$ cat src/rtl/logic_unit_pipe.sv
// Registered logic unit with single-cycle bitwise ops and iterative
// POPCNT/CLZ/CTZ that consume CHUNK bits per cycle, behind valid/ready.
module logic_unit_pipe #(
    parameter int unsigned WIDTH = 32,
    parameter int unsigned CHUNK = 8
) (
    input  logic             clk,
    input  logic             rst,
    input  logic             in_valid,
    output logic             in_ready,
    input  logic [WIDTH-1:0] a,
    input  logic [WIDTH-1:0] b,
    input  logic [3:0]       func,
    output logic             out_valid,
    input  logic             out_ready,
    output logic [WIDTH-1:0] out,
    output logic             zero,
    output logic             busy
);

    localparam int unsigned N  = WIDTH / CHUNK;
    localparam int unsigned CW = $clog2(WIDTH) + 1;

    typedef enum logic {
        IDLE,
        ITER
    } state_t;

    typedef enum logic [1:0] {
        OP_POP = 2'd0,
        OP_CLZ = 2'd1,
        OP_CTZ = 2'd2
    } iter_op_t;

    // Number of ones in one chunk.
    function automatic logic [CW-1:0] pop_chunk(input logic [CHUNK-1:0] c);
        logic [CW-1:0] n;
        n = '0;
        for (int i = 0; i < int'(CHUNK); i++) begin
            n = n + CW'(c[i]);
        end
        return n;
    endfunction

    // Leading zeros of one chunk (CHUNK when the chunk is all zero).
    function automatic logic [CW-1:0] lz_chunk(input logic [CHUNK-1:0] c);
        logic [CW-1:0] n;
        logic          done;
        n    = '0;
        done = 1'b0;
        for (int i = int'(CHUNK) - 1; i >= 0; i--) begin
            if (!done) begin
                if (c[i]) done = 1'b1;
                else      n    = n + CW'(1);
            end
        end
        return n;
    endfunction

    // Trailing zeros of one chunk (CHUNK when the chunk is all zero).
    function automatic logic [CW-1:0] tz_chunk(input logic [CHUNK-1:0] c);
        logic [CW-1:0] n;
        logic          done;
        n    = '0;
        done = 1'b0;
        for (int i = 0; i < int'(CHUNK); i++) begin
            if (!done) begin
                if (c[i]) done = 1'b1;
                else      n    = n + CW'(1);
            end
        end
        return n;
    endfunction

    state_t           state_q, state_n;
    iter_op_t         op_q, op_n;
    logic [WIDTH-1:0] a_q, a_n;
    logic [CW-1:0]    cnt_q, cnt_n;
    logic [CW-1:0]    acc_q, acc_n;
    logic             found_q, found_n;
    logic [WIDTH-1:0] out_n;
    logic             zero_n;
    logic             out_valid_n;

    logic [WIDTH-1:0] logic_res;
    logic [CHUNK-1:0] chunk_hi;
    logic [CHUNK-1:0] chunk_lo;
    logic [CW-1:0]    acc_step;
    logic             found_step;
    logic             is_iter;
    logic             accept;

    assign in_ready = (state_q == IDLE) && (!out_valid || out_ready) && !rst;
    assign busy     = (state_q == ITER);
    assign accept   = in_valid && in_ready;
    assign is_iter  = (func[3:2] == 2'b10) && (func[1:0] != 2'b11);

    // CLZ shifts the operand left and scans the top chunk; the others shift right.
    assign chunk_hi = a_q[WIDTH-1 -: CHUNK];
    assign chunk_lo = a_q[CHUNK-1:0];

    // Single-cycle bitwise result; unused encodings yield zero.
    always_comb begin
        logic_res = '0;
        case (func)
            4'b0000: logic_res = a & b;
            4'b0001: logic_res = a | b;
            4'b0010: logic_res = a ^ b;
            4'b0011: logic_res = ~(a | b);
            4'b0100: logic_res = ~a;
            4'b0101: logic_res = ~(a & b);
            4'b0110: logic_res = ~(a ^ b);
            4'b0111: logic_res = a & ~b;
            default: logic_res = '0;
        endcase
    end

    // One chunk of accumulation; CLZ/CTZ freeze once a one has been seen.
    always_comb begin
        acc_step   = acc_q;
        found_step = found_q;
        case (op_q)
            OP_POP: acc_step = acc_q + pop_chunk(chunk_lo);
            OP_CLZ: begin
                if (!found_q) begin
                    acc_step   = acc_q + lz_chunk(chunk_hi);
                    found_step = |chunk_hi;
                end
            end
            OP_CTZ: begin
                if (!found_q) begin
                    acc_step   = acc_q + tz_chunk(chunk_lo);
                    found_step = |chunk_lo;
                end
            end
            default: ;
        endcase
    end

    // Next-state, iteration datapath and output-register control.
    always_comb begin
        state_n     = state_q;
        op_n        = op_q;
        a_n         = a_q;
        cnt_n       = cnt_q;
        acc_n       = acc_q;
        found_n     = found_q;
        out_n       = out;
        zero_n      = zero;
        out_valid_n = out_valid && !out_ready;

        case (state_q)
            IDLE: begin
                if (accept) begin
                    if (is_iter) begin
                        state_n = ITER;
                        op_n    = iter_op_t'(func[1:0]);
                        a_n     = a;
                        cnt_n   = '0;
                        acc_n   = '0;
                        found_n = 1'b0;
                    end else begin
                        out_n       = logic_res;
                        zero_n      = (logic_res == '0);
                        out_valid_n = 1'b1;
                    end
                end
            end
            ITER: begin
                acc_n   = acc_step;
                found_n = found_step;
                cnt_n   = cnt_q + CW'(1);
                a_n     = (op_q == OP_CLZ) ? (a_q << CHUNK) : (a_q >> CHUNK);
                if (cnt_q == CW'(N - 1)) begin
                    state_n     = IDLE;
                    out_n       = WIDTH'(acc_step);
                    zero_n      = (acc_step == '0);
                    out_valid_n = 1'b1;
                end
            end
            default: state_n = IDLE;
        endcase
    end

    // State and output registers with synchronous reset.
    always_ff @(posedge clk) begin
        if (rst) begin
            state_q   <= IDLE;
            op_q      <= OP_POP;
            a_q       <= '0;
            cnt_q     <= '0;
            acc_q     <= '0;
            found_q   <= 1'b0;
            out       <= '0;
            zero      <= 1'b0;
            out_valid <= 1'b0;
        end else begin
            state_q   <= state_n;
            op_q      <= op_n;
            a_q       <= a_n;
            cnt_q     <= cnt_n;
            acc_q     <= acc_n;
            found_q   <= found_n;
            out       <= out_n;
            zero      <= zero_n;
            out_valid <= out_valid_n;
        end
    end

endmodule

$ cat config.mk
export PLATFORM = sky130hd
export DESIGN_NAME = logic_unit_pipe
export DESIGN_NICKNAME = d
export VERILOG_FILES = /design/src/rtl/logic_unit_pipe.sv
export SDC_FILE = /design/constraint.sdc
export NUM_CORES = 1
export LEC_CHECK = 0
export CAP_MARGIN = 5
export CORE_UTILIZATION = 35
export DETAILED_ROUTE_END_ITERATION = 8
export PLACE_DENSITY_LB_ADDON = 0.15
export SETUP_SLACK_MARGIN = 0.15
export SYNTH_ARGS = -nofsm -noshare
export SYNTH_HDL_FRONTEND = slang
export SYNTH_SLANG_ARGS = --single-unit
export TNS_END_PERCENT = 30
$ cat constraint.sdc
create_clock -name clk -period 6.35 [get_ports clk]
set_input_delay 1.905 -clock clk [delete_from_list [all_inputs] [get_ports clk]]
set_output_delay 1.905 -clock clk [all_outputs]
set_load 0.02 [all_outputs]
==> summary.md, run 1 <==
| Metric | Value |
|---|---|
| Post-Synth Simple-Gate Area | `20.8%` |
| Clock sink count | `82` |
| Reg power frac | `29.9%` |
| Largest family of logic cells by synthesized area | `compound AO/OA/AOI/OAI gates` |
| Worst path bufs/invs | `2` |
| Top cells by area, synth | `dfxtp_1, ha_1, nand2_1, a21oi_1, inv_1` |
| DRC violations left | `0` |
| Die height | `162 µm` |
| Dpl hpwl | `21,100 µm` |
| Post-synthesis compound-gate area fraction | `21.2%` |
| Slew Limit Headroom | `40.3%` |
| Gpl congestion | `0.834` |
| Vias in the first global route | `8,085` |
| Die Width | `162 µm` |
| Detailed Route Iter0 Violations | `549` |
| Die Area | `26,200 µm²` |
| Slew Limit Fails | `0` |
| Power share of the clock group | `28.1%` |
| Final wirelength | `27,400 µm` |
| Outcome | `complete, no violations` |
| Critical Path Stages | `30` |
| Layout cells sized above 1 | `6.00%` |
| Post-synth EDFFs | `0` |
| Adder-Cell Fraction of Synth Area | `19.3%` |
| Post-Synth XOR/XNOR Area | `5.05%` |
| 1st-pass router iterations | `8` |
| Aggregate global routing overflow | `0` |
| Setup Viol. Count Final | `0` |
| Largest net degree at the start of global routing | `81` |
| Worst Max-Slew Pin Slew | `0.896 ns` |
| Ys flop type | `dfxtp_1` |
| Final period util | `88.2%` |
| Slowest stage delay, CP | `0.37 ns` |
| WS Path Type | `reg -> reg` |
| Setup TNS | `0 ns` |
| Synth top area share | `18.4%` |
| CP arrival | `5.81 ns` |
| Reg2reg start | `a_q[0]` |
| Sw frac | `36.7%` |
| Mux contribution to synthesized area | `6.40%` |
| Clock latency on the worst-skew pair | `0.35 ns` |
| H-tree level count | `3` |
| Initial Util | `35.6%` |
| Vias | `8,425` |
| Max_cap viols | `0` |
| Maximum clock frequency | `179 MHz` |
| ANT cells | `0` |
| RSZ-0062 raised after global routing | `false` |
| Pwr Total | `1.85 mW` |
| Clk root buf | `clkbuf_16` |
| Top-Level Pins | `108` |
| Gr usage total | `21.4%` |
| Via density | `5.39` |
| Final Skew | `0.0106 ns` |
| Most common cell on crit path | `ha_1` |
| Worst-path fanout max | `7` |
| Combinational Power Share | `42.0%` |
| Reg2reg path depth | `30` |
| Ys async rst share | `0%` |
| FP Rows | `58` |
| Commonest cells in the netlist | `nand2_1, ha_1, inv_1` |
| Final Hold Fails | `0` |
| Most frequent cell after synthesis | `nand2_1` |
| Synth unique cells | `72` |
| Sequential area share after synthesis | `18.4%` |
| Leakage | `4.28 nW` |
| Flop2flop setup slack | `0.75 ns` |
| CTS clock-pin slew for the worst setup and hold paths | `0.07 ns` |
| Gate Count Post-Synth | `1,179` |
| Seq cells post-synth | `82` |
| Pint | `1.17 mW` |
| First-pass GRT wire length | `44,300 µm` |
| ANT nets after route | `0` |
| TritonCTS clock tree | `done` |
| RR Endpoint | `out[4]` |
| Syn. warnings | `0` |
| Bufs on Longest Clock Path | `2` |
| Syn Nets | `1,383` |
| Layout Nets | `1,432` |
| Area leader, netlist | `dfxtp_1` |
| Req. time, crit path | `6.56 ns` |
| Net load switching power | `0.677 mW` |
| Worst Setup End Kind | `register` |
| Hold-fix buffers at CTS | `0` |
| Min Tclk post-route | `5.60 ns` |
| Port Buffer Count | `107` |
| Total CTS buffers | `9` |
| Synth-to-layout area growth | `16.5%` |
| Area of the core | `25,100 µm²` |
| Worst VDD drop | `0.117 mV` |
| Post-DR wirelength/cell | `17.5 µm` |
| Source of the worst hold timing path | `out[1]` |
| Initial antenna violation count | `0` |
| Hold Path End | `out[1]` |
| HP Class | `reg -> reg` |
| Worst path top cell family by delay | `adder cells` |
| Min-Delay Path Depth | `2` |
| CP max stage cell | `ha_1` |
| Syn Std Cell Area | `8940 µm²` |
| Pwr/cell area | `177 nW/µm²` |
| Crit path from | `a_q[0]` |
| CP Launch Type | `register` |
| Synthesized area per cell | `7.58 µm²` |
[layer usage]
metal	GRT usage, %	vias to the layer above	part of all wire (%)
li1	-	4227	-
met1	29.0	4021	48
met2	34.9	147	46
met3	2.20	30	2.5
met4	8.19	0	3.5
met5	0	-	0
[tightest hold or removal path, cell delays in order, from the launching register on]
cell and delay [ns]:
dfxtp_1 0.31, nand2_1 0.05, a21oi_1 0.05
[kinds of logic after synthesis]
logic type	Yosys count
compound gates	284
fa+ha+maj	134
flops	82
simple gates	404
buf+inv	181
xor+xnor	50
mux	44
[how the worst max path moves through the flow]
stage                        end  slack, ns
after floorplan           out[4]       1.34
after global placement    out[4]       0.82
after detailed placement  out[4]       0.65
after CTS                 out[4]       0.64
after global routing      out[4]       0.21
final                     out[4]       0.75
[flip-flops by register name, summed over array words and instances (netlist names)]
signal,count
zero,1
acc_q,6
out_valid,1
a_q,32
busy,1
found_q,1
op_q,2
out,32
cnt_q,6
[area by class of cell]
cell class,count,area [µm²]
tap,330,413
clock inverter,5,45.0
sequential,82,1640
fill,2711,14700
multi-input combinational,916,6520
inverter,95,357
timing repair buffer,124,1180
clock buffer,11,253
[per-stage QoR]
step                      utilization (%)  worst slack, ns  hold WS [ns]  instances  area [µm²]
final                                41.4            0.749         0.452       1563       10400
after global routing                 41.4            0.214         0.495       1563       10400
after CTS                            41.4            0.639         0.455       1563       10400
after detailed placement             40.2            0.653         0.447       1547       10100
after global placement               40.2            0.817         0.445       1547       10100
after floorplan                         -             1.34         0.462       1179        8940
[power by group through the flow]
stage / registers, mW / logic, mW / clock network (mW)
after CTS: 0.552 / 0.778 / 0.531
final: 0.552 / 0.775 / 0.519
after floorplan: 0.566 / 0.550 / 0
after detailed placement: 0.564 / 0.776 / 0
after global routing: 0.554 / 0.871 / 0.551
after global placement: 0.564 / 0.769 / 0
[placed cells by master (no fill, tap or decap), types with 5 or more instances in the layout]
master	instances
nand4_1	5
o21ai_0	48
mux2i_1	20
a21oi_1	82
a21o_1	8
buf_4	18
nor4_1	8
o22ai_1	9
a31oi_1	8
mux4_2	9
inv_1	94
nand3_1	40
a22oi_1	12
nand2b_1	20
o221ai_1	12
a221oi_1	8
a311oi_1	32
nor2_1	77
clkdlybuf4s50_1	103
mux2_2	15
dfxtp_1	82
clkbuf_16	9
ha_1	125
nor3_1	8
nor2b_1	18
fa_1	7
xor2_1	19
nand2_1	189
xnor2_1	30
and3_1	13
a211oi_1	23
[repair_timing]
item                                    4_1_cts  5_1_grt
buffers inserted                              0        0
endpoints found under the hold margin         0        0
endpoints found under the setup margin        0        1
resized for setup                             0        1
Note: power is estimated with default switching activity, not from simulation.
==> run 2: changes to the inputs <==
--- a/config.mk
+++ b/config.mk
@@ -5,6 +5,7 @@
 export SDC_FILE = /design/constraint.sdc
 export NUM_CORES = 1
 export LEC_CHECK = 0
+export ABC_AREA = 1
 export CAP_MARGIN = 5
 export CORE_UTILIZATION = 35
 export DETAILED_ROUTE_END_ITERATION = 8
==> run 2 against run 1 <==
Effect of this change: final cell count increased by 0.32%; maximum frequency increased by 6.0%; count of clock-buffer cells in the layout decreased by 2; core utilization increased by 1.7 points; first-iteration DRC count increased by 6.6%.
==> summary.md, run 2 <==
| Metric | Value |
|---|---|
| Outcome | `complete, no violations (unchanged)` |
| Post-DR wirelength/cell | `17.1 µm (was 17.5 µm)` |
| Syn Std Cell Area | `8110 µm² (was 8940 µm²)` |
| Largest net degree at the start of global routing | `46 (was 81)` |
| Pwr Total | `1.80 mW (was 1.85 mW)` |
| Ys flop type | `dfxtp_1 (unchanged)` |
| Synth top area share | `20.2% (was 18.4%)` |
| Worst path bufs/invs | `7 (was 2)` |
| Worst path top cell family by delay | `simple AND/OR/NAND/NOR gates (was adder cells)` |
| Layout cells sized above 1 | `5.46% (was 6.00%)` |
| Maximum clock frequency | `189 MHz (was 179 MHz)` |
| Design area | `9800 µm² (was 10,400 µm²)` |
| Power share of the clock group | `31.2% (was 28.1%)` |
| Pint | `1.11 mW (was 1.17 mW)` |
| Slowest stage delay, CP | `0.34 ns (was 0.37 ns)` |
| Top cells by area, synth | `dfxtp_1, ha_1, nand2_1, inv_1, a21oi_1 (was dfxtp_1, ha_1, nand2_1, a21oi_1, inv_1)` |
| Gpl congestion | `0.867 (was 0.834)` |
| Bufs on Longest Clock Path | `2 (unchanged)` |
| ANT nets after route | `0 (unchanged)` |
| Layout Nets | `1,482 (was 1,432)` |
| TritonCTS clock tree | `done (unchanged)` |
| DRC violations left | `0 (unchanged)` |
| Reg2reg path depth | `39 (was 30)` |
| Post-CTS Setup Inserts | `0 (unchanged)` |
| Most common cell on crit path | `nand2_1 (was ha_1)` |
| H-tree level count | `3 (unchanged)` |
| Placed Area | `9490 µm² (was 10,100 µm²)` |
| Initial Util | `35.7% (was 35.6%)` |
| Commonest cells in the netlist | `nand2_1, inv_1, ha_1 (was nand2_1, ha_1, inv_1)` |
| Worst Setup End Kind | `register (unchanged)` |
| Slew Limit Headroom | `34.2% (was 40.3%)` |
| Final hold slack | `0.465 ns (was 0.452 ns)` |
| Req. time, crit path | `6.59 ns (was 6.56 ns)` |
| Worst Max-Slew Pin Slew | `0.986 ns (was 0.896 ns)` |
| Top-Level Pins | `108 (unchanged)` |
| Total CTS buffers | `9 (unchanged)` |
| Setup TNS | `0 ns (unchanged)` |
| Source of the worst hold timing path | `cnt_q[5] (was out[1])` |
| Most frequent cell after synthesis | `nand2_1 (unchanged)` |
| Worst-path fanout max | `6 (was 7)` |
| Detailed Route Iter0 Violations | `585 (was 549)` |
| Leakage | `4.46 nW (was 4.28 nW)` |
| Clock sink count | `82 (unchanged)` |
| Area leader, netlist | `dfxtp_1 (unchanged)` |
| Synth-to-layout area growth | `20.8% (was 16.5%)` |
| Die Area | `23,800 µm² (was 26,200 µm²)` |
| Slew Limit Fails | `0 (unchanged)` |
| Final wirelength | `26,900 µm (was 27,400 µm)` |
| Initial antenna violation count | `1 (was 0)` |
| Die height | `154 µm (was 162 µm)` |
| Max_cap viols | `0 (unchanged)` |
| Die Width | `154 µm (was 162 µm)` |
| Most common cell after layout, fill and taps aside | `nand2_1 (unchanged)` |
| Core Util, Final | `43.1% (was 41.4%)` |
| Hold Path End | `cnt_q[5] (was out[1])` |
| Reg power frac | `30.8% (was 29.9%)` |
| Final Hold Fails | `0 (unchanged)` |
| Top Registers | `a_q: 32 flops, out: 32 flops (unchanged)` |
| Aggregate global routing overflow | `0 (unchanged)` |
| CP max stage cell | `ha_1 (unchanged)` |
| FP Rows | `55 (was 58)` |
| Gr usage total | `23.3% (was 21.4%)` |
| HP Class | `reg -> reg (unchanged)` |
| Seq cells post-synth | `82 (unchanged)` |
| Syn. warnings | `0 (unchanged)` |
| 1st-pass router iterations | `6 (was 8)` |
| Hold-fix buffers at CTS | `0 (unchanged)` |
| ANT cells | `0 (unchanged)` |
| Post-synth EDFFs | `0 (unchanged)` |
| Synth unique cells | `44 (was 72)` |
| Final period util | `83.2% (was 88.2%)` |
| Clk root buf | `clkbuf_16 (unchanged)` |
| Sequential area share after synthesis | `20.2% (was 18.4%)` |
| Min Tclk post-route | `5.29 ns (was 5.60 ns)` |
| Via density | `5.34 (was 5.39)` |
| RSZ-0062 raised after global routing | `false (unchanged)` |
| Dpl hpwl | `20,800 µm (was 21,100 µm)` |
| Setup Viol. Count Final | `0 (unchanged)` |
| Worst VDD drop | `0.119 mV (was 0.117 mV)` |
| Gate Count Post-Synth | `1,192 (was 1,179)` |
| Ys async rst share | `0% (unchanged)` |
| Pwr/cell area | `183 nW/µm² (was 177 nW/µm²)` |
| Port Buffer Count | `107 (unchanged)` |
| Min-Delay Path Depth | `2 (unchanged)` |
| Flop2flop setup slack | `1.06 ns (was 0.75 ns)` |
| CP Launch Type | `register (unchanged)` |
| Reg2reg start | `a_q[0] (unchanged)` |
| CP arrival | `5.53 ns (was 5.81 ns)` |
| CTS-repair resized insts | `0 (unchanged)` |
| First-pass GRT wire length | `43,600 µm (was 44,300 µm)` |
| Syn Nets | `1,396 (was 1,383)` |
| RR Endpoint | `zero (was out[4])` |
| Area of the core | `22,700 µm² (was 25,100 µm²)` |
| Vias | `8,376 (was 8,425)` |
| Clock latency on the worst-skew pair | `0.35 ns (about the same)` |
| Combinational Power Share | `38.0% (was 42.0%)` |
| Most frequent cells in the layout | `nand2_1, inv_1, ha_1, clkdlybuf4s50_1, a21oi_1 (was nand2_1, ha_1, clkdlybuf4s50_1, inv_1)` |
| Net load switching power | `0.682 mW (was 0.677 mW)` |
| WS Path Type | `reg -> reg (unchanged)` |
| CTS clock-pin slew for the worst setup and hold paths | `0.07 ns (about the same)` |
| Sw frac | `38.0% (was 36.7%)` |
| Vias in the first global route | `7,997 (was 8,085)` |
| Final Skew | `0.00738 ns (was 0.0106 ns)` |
| Synthesized area per cell | `6.80 µm² (was 7.58 µm²)` |
## run 2: cell types whose count changed in the layout (fill, tap and decap cells not counted), moves of 17 or more
cell,change
o2111ai_1,+17
mux2i_1,-19
nand2_1,+25
a221oi_1,+35
inv_1,+100
nor2b_1,-18
nand2b_1,-20
a311oi_1,-32
o21ai_0,+21
o22ai_1,+30
xnor2_1,-27
## run 2: per-layer routing
metal / vias up / wire, µm / global-route usage [%] / part of all wire, %
li1: 4221 / - / - / -
met1: 3911 / 12500 / 31.0 / 47
met2: 212 / 12300 / 38.9 / 46
met3: 30 / 1400 / 3.25 / 5.2
met4: 2 / 622 / 6.90 / 2.3
met5: - / 10 / 0 / 0.037
## run 2: power groups by stage
stage / registers (mW) / logic (mW) / clock network (mW)
after floorplan: 0.572 / 0.456 / 0
after global placement: 0.565 / 0.677 / 0
after detailed placement: 0.565 / 0.683 / 0
after CTS: 0.553 / 0.687 / 0.567
after global routing: 0.556 / 0.786 / 0.588
final: 0.553 / 0.684 / 0.560
## run 2: cell type report
| type | instances | area, µm² |
|---|---|---|
| inverters | 198 | 743 |
| multi-input cells | 860 | 5520 |
| flip-flops and latches | 82 | 1640 |
| clock buffers | 9 | 225 |
| fillers | 2388 | 12900 |
| clock inverters | 7 | 83.8 |
| repair buffers | 127 | 1230 |
| well taps | 285 | 357 |
## run 2: through the flow
stage / std cells / setup WS [ns]
final: 1568 / 1.06
after floorplan: 1192 / 1.65
after global placement: 1552 / 1.04
after CTS: 1568 / 1.05
after global routing: 1568 / 0.486
after detailed placement: 1552 / 0.971
## run 2: cells by family after synthesis
family | count (synthesis) | share of synthesized area [%]
AO/OA/AOI/OAI | 315 | 24.6
XOR/XNOR | 8 | 0.864
adder cells (fa/ha/maj) | 132 | 21.0
buffers and inverters | 250 | 11.8
flip-flops | 82 | 20.2
multiplexers | 1 | 0.123
AND/OR/NAND/NOR | 404 | 21.3
## run 2: worst reg2reg max path, delay by kind of cell (launching register included)
family	cells	cell delay [ns]
buffers and inverters	7	0.55
adder cells (fa/ha/maj)	6	1.61
AO/OA/AOI/OAI	5	0.76
flip-flops	1	0.33
AND/OR/NAND/NOR	21	1.91
## run 2: worst max path at each step
stage / from / endpoint / depth (start not counted)
after floorplan: a_q[0] / zero / 39
after global placement: func[1] / zero / 15
after detailed placement: func[0] / zero / 13
after CTS: a_q[0] / zero / 39
after global routing: a_q[0] / zero / 39
final: a_q[0] / zero / 39
==> run 3: changes to the inputs <==
==> constraint.sdc (replaced) <==
create_clock -name clk -period 5.45 [get_ports clk]
set_input_delay 1.635 -clock clk [delete_from_list [all_inputs] [get_ports clk]]
set_output_delay 1.635 -clock clk [all_outputs]
set_load 0.02 [all_outputs]
==> run 3 against run 2 <==
Effect of this change: register-to-register slack got worse by 0.44 ns; non-clock buffer count rose by 5; worst setup slack got worse by 0.44 ns; total power up 15%; combinational power grew 19%; critical path type unchanged; critical endpoint is now out[5]; highest routed layer unchanged.
==> summary.md, run 3 (same netlist as run 2, synthesis figures left out) <==
| Metric | Value |
|---|---|
| Maximum clock frequency | `207 MHz (was 189 MHz)` |
| Worst path top cell family by delay | `simple AND/OR/NAND/NOR gates (unchanged)` |
| Final Hold Fails | `0 (unchanged)` |
| Hold-fix buffers at CTS | `0 (unchanged)` |
| Most frequent cells in the layout | `nand2_1, inv_1, ha_1, clkdlybuf4s50_1, a21oi_1 (unchanged)` |
| Non-Filler Instances | `1,573 (was 1,568)` |
| # fillers | `2,396 (was 2,388)` |
| Reg2reg start | `a_q[1] (was a_q[0])` |
| Reg2reg path depth | `38 (was 39)` |
| CP max stage cell | `dfxtp_2 (was ha_1)` |
| ANT cells | `0 (unchanged)` |
| WS Path Type | `reg -> reg (unchanged)` |
| Via density | `5.37 (was 5.34)` |
| Pwr/cell area | `210 nW/µm² (was 183 nW/µm²)` |
| Slowest stage delay, CP | `0.36 ns (was 0.34 ns)` |
| Source of the worst hold timing path | `out[13] (was cnt_q[5])` |
| Top Registers | `a_q: 32 flops, out: 32 flops (unchanged)` |
| Dpl hpwl | `20,500 µm (was 20,800 µm)` |
| ANT nets after route | `0 (unchanged)` |
| FP Rows | `55 (unchanged)` |
| H-tree level count | `3 (unchanged)` |
| Min-Delay Path Depth | `2 (unchanged)` |
| CTS clock-pin slew for the worst setup and hold paths | `0.07 ns (about the same)` |
| Power share of the clock group | `29.4% (was 31.2%)` |
| Largest net degree at the start of global routing | `46 (unchanged)` |
| Die Area | `23,800 µm² (unchanged)` |
| Gr usage total | `22.9% (was 23.3%)` |
| Initial Util | `35.7% (unchanged)` |
| Worst Setup End Kind | `register (unchanged)` |
| Net load switching power | `0.793 mW (was 0.682 mW)` |
| CP Launch Type | `register (unchanged)` |
| Vias | `8,447 (was 8,376)` |
| Leakage | `4.47 nW (was 4.46 nW)` |
| Worst-path fanout max | `6 (unchanged)` |
| Max_cap viols | `0 (unchanged)` |
| Initial antenna violation count | `2 (was 1)` |
| Worst VDD drop | `0.115 mV (was 0.119 mV)` |
| Layout Nets | `1,487 (was 1,482)` |
| Final period util | `88.5% (was 83.2%)` |
| Detailed Route Iter0 Violations | `514 (was 585)` |
| RSZ-0062 raised after global routing | `false (unchanged)` |
| Worst path bufs/invs | `7 (unchanged)` |
| Final hold slack | `0.465 ns (about the same)` |
| Sw frac | `38.4% (was 38.0%)` |
| Most common cell after layout, fill and taps aside | `nand2_1 (unchanged)` |
| Final wirelength | `26,500 µm (was 26,900 µm)` |
| Area of the core | `22,700 µm² (unchanged)` |
| 1st-pass router iterations | `5 (was 6)` |
| Post-DR wirelength/cell | `16.8 µm (was 17.1 µm)` |
| Setup Viol. Count Final | `0 (unchanged)` |
| Reg power frac | `31.2% (was 30.8%)` |
| Clock latency on the worst-skew pair | `0.35 ns (about the same)` |
| Hold Path End | `out[13] (was cnt_q[5])` |
| Most common cell on crit path | `nand2_1 (unchanged)` |
| TritonCTS clock tree | `done (unchanged)` |
| CP arrival | `5.10 ns (was 5.53 ns)` |
| First-pass GRT wire length | `42,800 µm (was 43,600 µm)` |
| Req. time, crit path | `5.73 ns (was 6.59 ns)` |
| Vias in the first global route | `8,057 (was 7,997)` |
| DRC violations left | `0 (unchanged)` |
| Total CTS buffers | `9 (unchanged)` |
| Layout cells sized above 1 | `6.52% (was 5.46%)` |
| Setup TNS | `0 ns (unchanged)` |
| Top-Level Pins | `108 (unchanged)` |
| Worst Max-Slew Pin Slew | `1.13 ns (was 0.986 ns)` |
| RR Endpoint | `out[5] (was zero)` |
| DP Cell Count | `1,556 (was 1,552)` |
| Pint | `1.27 mW (was 1.11 mW)` |
| Flop2flop setup slack | `0.63 ns (was 1.06 ns)` |
| Bufs on Longest Clock Path | `2 (unchanged)` |
| Aggregate global routing overflow | `0 (unchanged)` |
| Combinational Power Share | `39.4% (was 38.0%)` |
| HP Class | `reg -> reg (unchanged)` |
| Clock sink count | `82 (unchanged)` |
| Final Skew | `0.00757 ns (was 0.00738 ns)` |
| Port Buffer Count | `107 (unchanged)` |
| Die Width | `154 µm (unchanged)` |
| Outcome | `complete, no violations (unchanged)` |
| Slew Limit Fails | `0 (unchanged)` |
| Die height | `154 µm (unchanged)` |
| Gpl congestion | `0.868 (was 0.867)` |
| Clk root buf | `clkbuf_16 (unchanged)` |
| Synth-to-layout area growth | `21.5% (was 20.8%)` |
| Min Tclk post-route | `4.82 ns (was 5.29 ns)` |
| Slew Limit Headroom | `24.7% (was 34.2%)` |
run 3: power groups by stage:
stage	clock [mW]	combinational, mW	sequential [mW]
floorplan	0	0.532	0.666
global placement	0	0.788	0.658
detailed placement	0	0.797	0.658
CTS	0.619	0.801	0.644
global route	0.639	0.927	0.649
finish	0.607	0.815	0.646
run 3: metal layers:
| layer | global-route usage [%] | up-vias | routed length [µm] |
|---|---|---|---|
| li1 | - | 4238 | - |
| met1 | 29.5 | 3888 | 11600 |
| met5 | 0 | - | 10 |
| met4 | 8.52 | 2 | 839 |
| met2 | 37.8 | 274 | 12100 |
| met3 | 4.68 | 45 | 1900 |
run 3: repair_timing:
item / CTS / global route
gates resized for setup: 0 / 15
endpoints found under the hold margin: 0 / 0
endpoints found under the setup margin: 0 / 7
buffers inserted: 0 / 1
run 3: how the worst max path moves through the flow:
stage	slack [ns]	cells past startpoint	end	startpoint
floorplan	0.75	39	zero	a_q[0]
global placement	0.37	39	zero	a_q[0]
detailed placement	0.27	39	zero	a_q[0]
CTS	0.25	38	out[5]	a_q[0]
global route	0.14	38	out[5]	a_q[1]
finish	0.63	38	out[5]	a_q[1]
run 3: layout make-up:
cell class | count | area, µm² | share of cell area, %
flip-flops and latches | 82 | 1640 | 16.7
well taps | 285 | 357 | 3.62
repair buffers | 132 | 1250 | 12.7
clock buffers | 10 | 239 | 2.43
multi-input cells | 860 | 5570 | 56.5
clock inverters | 6 | 47.5 | 0.483
inverters | 198 | 746 | 7.57
run 3: metrics by stage:
step | worst slack [ns] | power, mW | instance area [µm²] | utilization, %
final | 0.625 | 2.07 | 9850 | 43.4
after CTS | 0.248 | 2.06 | 9790 | 43.1
after floorplan | 0.755 | 1.20 | 8110 | -
after detailed placement | 0.267 | 1.46 | 9500 | 41.9
after global routing | 0.135 | 2.21 | 9850 | 43.4
after global placement | 0.371 | 1.45 | 9500 | 41.9
run 3: tightest hold or removal path, cell delays in order (launching register included):
cell and delay, ns:
dfxtp_1 0.31, nand2_1 0.06, a21oi_1 0.05
